## config.mk

```make
export PLATFORM = sky130hd
export DESIGN_NAME = chacha_ctrl
export DESIGN_NICKNAME = d
export VERILOG_FILES = /design/src/rtl/chacha_ctrl.sv
export SDC_FILE = /design/constraint.sdc
export NUM_CORES = 1
export LEC_CHECK = 0
export CELL_PAD_IN_SITES_DETAIL_PLACEMENT = 0
export CELL_PAD_IN_SITES_GLOBAL_PLACEMENT = 1
export CORE_MARGIN = 2
export CORE_UTILIZATION = 31
export CTS_CLUSTER_SIZE = 10
export DETAILED_ROUTE_END_ITERATION = 6
export PLACE_DENSITY_LB_ADDON = 0.1
export SLEW_MARGIN = 20
export SYNTH_ARGS = -nofsm -noshare
export SYNTH_HDL_FRONTEND = slang
export SYNTH_SLANG_ARGS = --single-unit
```

## constraint.sdc

```tcl
create_clock -name clk -period 3.6 [get_ports clk]
set_input_delay 0.36 -clock clk [delete_from_list [all_inputs] [get_ports clk]]
set_output_delay 0.36 -clock clk [all_outputs]
set_load 0.01 [all_outputs]
```

## src/rtl/chacha_ctrl.sv

```systemverilog
// chacha_ctrl: sequencing controller between a host and a ChaCha core.
// The host issues commands to load the key (32 bytes), nonce (12 bytes)
// or block counter (4 bytes), or to generate a block. Load bytes are
// forwarded to the core with a per-field write strobe. A generate command
// streams the core's 64-byte block to the host under ready/valid
// handshaking. A generate command without key and nonce loaded is rejected
// with a one-cycle err pulse.
//
// Ports:
//   clk, rst_n                  clock, synchronous active-low reset
//   cmd_valid/cmd_op/cmd_ready  command handshake (00 key, 01 nonce,
//                               10 counter, 11 generate)
//   din/din_valid/din_ready     host load byte handshake
//   dout/dout_valid/dout_ready  keystream byte handshake
//   dout_last                   marks byte 63 of a block
//   err                         one-cycle pulse on a rejected generate
//   blk_count                   completed block count, wraps at 255
//   core_wr_key/nnc/ctr         core load strobes
//   core_data_in                byte bus to core, 0 when idle
//   core_blk_ready              core has a block available
//   core_rd_blk                 core read-advance strobe
//   core_data_out               current core block byte
module chacha_ctrl (
  input  logic       clk,
  input  logic       rst_n,
  input  logic       cmd_valid,
  input  logic [1:0] cmd_op,
  output logic       cmd_ready,
  input  logic [7:0] din,
  input  logic       din_valid,
  output logic       din_ready,
  output logic [7:0] dout,
  output logic       dout_valid,
  input  logic       dout_ready,
  output logic       dout_last,
  output logic       err,
  output logic [7:0] blk_count,
  output logic       core_wr_key,
  output logic       core_wr_nnc,
  output logic       core_wr_ctr,
  output logic [7:0] core_data_in,
  input  logic       core_blk_ready,
  output logic       core_rd_blk,
  input  logic [7:0] core_data_out
);

  typedef enum logic [1:0] {IDLE, LOAD, WAIT_BLK, STREAM} state_t;

  localparam logic [1:0] OP_KEY = 2'b00;
  localparam logic [1:0] OP_NNC = 2'b01;
  localparam logic [1:0] OP_CTR = 2'b10;
  localparam logic [1:0] OP_GEN = 2'b11;

  state_t     state, state_next;
  logic [1:0] op, op_next;
  logic [5:0] cnt, cnt_next;
  logic       key_ok, key_ok_next;
  logic       nnc_ok, nnc_ok_next;
  logic       ctr_ok, ctr_ok_next;
  logic       err_q, err_next;
  logic [7:0] blk_q, blk_next;
  logic [5:0] last_idx;

  // Index of the final byte of the load selected by the latched op.
  always_comb begin
    case (op)
      OP_KEY:  last_idx = 6'd31;
      OP_NNC:  last_idx = 6'd11;
      default: last_idx = 6'd3;
    endcase
  end

  always_ff @(posedge clk) begin
    if (!rst_n) begin
      state  <= IDLE;
      op     <= OP_KEY;
      cnt    <= '0;
      key_ok <= 1'b0;
      nnc_ok <= 1'b0;
      ctr_ok <= 1'b0;
      err_q  <= 1'b0;
      blk_q  <= '0;
    end else begin
      state  <= state_next;
      op     <= op_next;
      cnt    <= cnt_next;
      key_ok <= key_ok_next;
      nnc_ok <= nnc_ok_next;
      ctr_ok <= ctr_ok_next;
      err_q  <= err_next;
      blk_q  <= blk_next;
    end
  end

  always_comb begin
    state_next   = state;
    op_next      = op;
    cnt_next     = cnt;
    key_ok_next  = key_ok;
    nnc_ok_next  = nnc_ok;
    ctr_ok_next  = ctr_ok;
    err_next     = 1'b0;
    blk_next     = blk_q;
    cmd_ready    = 1'b0;
    din_ready    = 1'b0;
    dout         = '0;
    dout_valid   = 1'b0;
    dout_last    = 1'b0;
    core_wr_key  = 1'b0;
    core_wr_nnc  = 1'b0;
    core_wr_ctr  = 1'b0;
    core_data_in = '0;
    core_rd_blk  = 1'b0;

    case (state)
      IDLE: begin
        cmd_ready = 1'b1;
        if (cmd_valid) begin
          if (cmd_op != OP_GEN) begin
            op_next    = cmd_op;
            cnt_next   = '0;
            state_next = LOAD;
          end else if (key_ok && nnc_ok) begin
            state_next = WAIT_BLK;
          end else begin
            err_next = 1'b1;
          end
        end
      end

      LOAD: begin
        din_ready = 1'b1;
        if (din_valid) begin
          core_data_in = din;
          core_wr_key  = (op == OP_KEY);
          core_wr_nnc  = (op == OP_NNC);
          core_wr_ctr  = (op == OP_CTR);
          cnt_next     = cnt + 6'd1;
          if (cnt == last_idx) begin
            state_next = IDLE;
            case (op)
              OP_KEY:  key_ok_next = 1'b1;
              OP_NNC:  nnc_ok_next = 1'b1;
              default: ctr_ok_next = 1'b1;
            endcase
          end
        end
      end

      WAIT_BLK: begin
        if (core_blk_ready) begin
          cnt_next   = '0;
          state_next = STREAM;
        end
      end

      STREAM: begin
        dout_valid  = 1'b1;
        dout        = core_data_out;
        dout_last   = (cnt == 6'd63);
        core_rd_blk = dout_ready;
        if (dout_ready) begin
          cnt_next = cnt + 6'd1;
          if (cnt == 6'd63) begin
            blk_next   = blk_q + 8'd1;
            state_next = IDLE;
          end
        end
      end

      default: state_next = IDLE;
    endcase

    // While reset is held, the state may not yet be IDLE, so every
    // combinational output is forced quiet here.
    if (!rst_n) begin
      cmd_ready    = 1'b0;
      din_ready    = 1'b0;
      dout         = '0;
      dout_valid   = 1'b0;
      dout_last    = 1'b0;
      core_wr_key  = 1'b0;
      core_wr_nnc  = 1'b0;
      core_wr_ctr  = 1'b0;
      core_data_in = '0;
      core_rd_blk  = 1'b0;
    end
  end

  // The registered outputs are also masked during reset so that they read 0
  // even before the first reset edge has cleared them.
  assign err       = rst_n & err_q;
  assign blk_count = rst_n ? blk_q : 8'd0;

endmodule

```

==> flow_metrics.tcl <==
set metrics [dict create \
    post-cts-setup-buffers 0 \
    final_antenna_net_count 0 \
    synth_top_family_by_area "simple AND/OR/NAND/NOR gates" \
    endpoint "core_wr_ctr" \
    tightestPinTransition_ns 0.583 \
    cts_tree "built" \
    place.gp.congestion 0.771 \
    synth_simple_gate_area_share_pct 40.8 \
    portBuffers 56 \
    num_rows 23 \
    reg2regPathDepth 4 \
    vdd_ir_drop_max_mv 0.163 \
    seq_area_um2 420 \
    initial_core_util_pct 32.5 \
    p_leak_nw 0.733 \
    synth_common_cells "and2_1 (21), dfxtp_1 (21), nand2_1 (14), and3_1 (13), nor2_1 (13)" \
    grt_max_degree 24 \
    rr_endpoint "blk_q[7]" \
    fillers 411 \
    status "finished, final reports clean" \
    clockBufferDepth 2 \
    cts-root-buf "clkbuf_8" \
    yosysWarnings 0 \
    timing.slew.headroom_pct 61.1 \
    synth.top_cell.area_share_pct 32.1 \
    cts_sinks 21 \
    cp-start-kind "flip-flop" \
    r2r_start "state[0]" \
    worstSetupStartpoint "state[0]" \
    n_antenna_cell 0 \
    crit_type "reg2out" \
    wl_mm 3.82 \
    hold_viol 0 \
    worstPathRequired_ns 3.24 \
    vias_per_cell 5.21 \
    wl_per_cell_um 14.2 \
    synth-seq-cells 21 \
    grt_pass1_vias 1289 \
    powerDensity_nw_per_um2 294 \
    gr-total-overflow 0 \
    syn_avg_cell_area_um2 7.90 \
    rrSetupSlack_ns 1.60 \
    arrival_ns 2.42 \
    synth-adder-area-share_pct 1.91 \
    holdCritPathClass "reg2reg" \
    holdWs_ns 0.476 \
    die_area_um2 4770 \
    skew_ns 0.00193 \
    die_w_um 69.0 \
    synth_top_flop_cell "dfxtp_1" \
    synth-compound-area-share_pct 13.6 \
    synth_edf_count 0 \
    die_h_um 69.0 \
    cts_max_level 1 \
    drcViolationCount 0 \
    multi_input_area_um2 852 \
    timing.fmax_mhz 360 \
    clkTransAtPathRegs_ns 0.08 \
    synth_xor_xnor_area_share_pct 2.00 \
    synth.mux.area_fraction_pct 6.58 \
    syn-num-nets 192 \
    firstDrtPassIters 4 \
    cts_resized 0 \
    synthCells 166 \
    num_vias 1402 \
    layout_min_cycle_time_ns 2.78 \
    dp_hpwl_mm 2.91 \
    clkLatencyLatePin_ns 0.27 \
    path_max_fanout 18 \
    drive_gt1_share_pct 6.39 \
    fin_crit_sh_pct 77.3 \
    synth_area_leaders "dfxtp_1 (32%), and2_1 (10%), and3_1 (6.2%)" \
    synthToLayoutAreaGrowth_pct 49.4 \
    slew_viol_final 0 \
    grt_pass1_wl_mm 6.36 \
    antenna_found_initial 0 \
    fin_tns_setup_ns 0 \
    rsz0062_at_grt "false" \
    synthArstFlopShare_pct 0 \
    netlist_area_um2 1310 \
    synth_largest_area_cell "dfxtp_1" \
    ys_seq_area_share_pct 32.1 \
    final_nets 246 \
    holdBufCountCts 0 \
    cts_buffers 3 \
    yosysUniqueCellTypes 40 \
    core_area_um2 4030 \
    crit_path_end_kind "output pin" \
    grt_usage_pct 16.1 \
    setup_viol 0 \
    ioPinCount 57 \
    max-cap-violations 0 \
    drtIter0Drc 66 \
]
[final cells by class]
type	instances	area share, %
inverters	2	0.383
well taps	50	3.19
repair buffers	57	29.0
multi-input cells	135	43.5
clock buffers	3	2.11
flip-flops and latches	21	21.5
clock inverters	1	0.383
[placed cells by master (no fill, tap or decap), types with 5 or more instances in the layout]
master,count
clkdlybuf4s50_1,56
o21ai_0,6
nor2_1,13
nand3_1,10
dfxtp_1,21
or3_1,5
and3_1,13
nand2_1,14
a21oi_1,7
and2_1,21
[cell families (layout without fill, tap and decap cells)]
family / after synthesis / after routing
adders and majority gates: 2 / 2
and+or+nand+nor: 96 / 96
buffers and inverters: 10 / 63
AOI/OAI and AO/OA: 27 / 27
muxes: 7 / 7
DFF: 21 / 21
xor gates and xnor gates: 3 / 3
[per-layer routing]
metal / share of wire [%] / wire length [um] / vias up / track usage [%]
li1: - / - / 703 / -
met1: 48 / 1830 / 658 / 21.5
met2: 46 / 1760 / 36 / 26.0
met3: 5.0 / 191 / 5 / 4.24
met4: 0.94 / 36 / 0 / 3.92
met5: 0 / 0 / - / 0
[per-stage QoR]
step | util [%] | area (um2) | setup WS (ns) | power, mW | cells
floorplan | - | 1310 | 1.88 | 0.350 | 166
global placement | 47.4 | 1910 | 1.00 | 0.418 | 265
detailed placement | 47.4 | 1910 | 0.958 | 0.421 | 265
CTS | 48.6 | 1960 | 0.800 | 0.584 | 269
global route | 48.6 | 1960 | 0.526 | 0.616 | 269
finish | 48.6 | 1960 | 0.819 | 0.576 | 269
[how the worst min path moves through the flow]
stage | from | endpoint | slack (ns) | cells after the start
after CTS | cnt[1] | cnt[1] | 0.48 | 2
final | cnt[1] | cnt[1] | 0.48 | 2
after detailed placement | key_ok | key_ok | 0.47 | 1
after global routing | key_ok | key_ok | 0.51 | 1
after global placement | key_ok | key_ok | 0.45 | 1
after floorplan | nnc_ok | nnc_ok | 0.44 | 1
[report_power, final]
group	internal, mW	switching [mW]	leakage (nW)
Combinational	0.0775	0.0712	0.541
Clock	0.0783	0.0838	0.0217
Sequential	0.241	0.0242	0.170
[registers in the layout, summed over array words and instances (netlist names)]
register and flops:
key_ok 1, op 2, state 2, err_q 1, blk_q 8, cnt 6, nnc_ok 1
[critical path, cell delays in order, from the launching register on]
cell             delay [ns]
dfxtp_1                0.70
nand2_1                0.14
nor2_1                 0.39
nand2_1                0.16
nor3b_1                0.20
clkdlybuf4s50_1        0.57
Power figures use the tool's default switching activity.
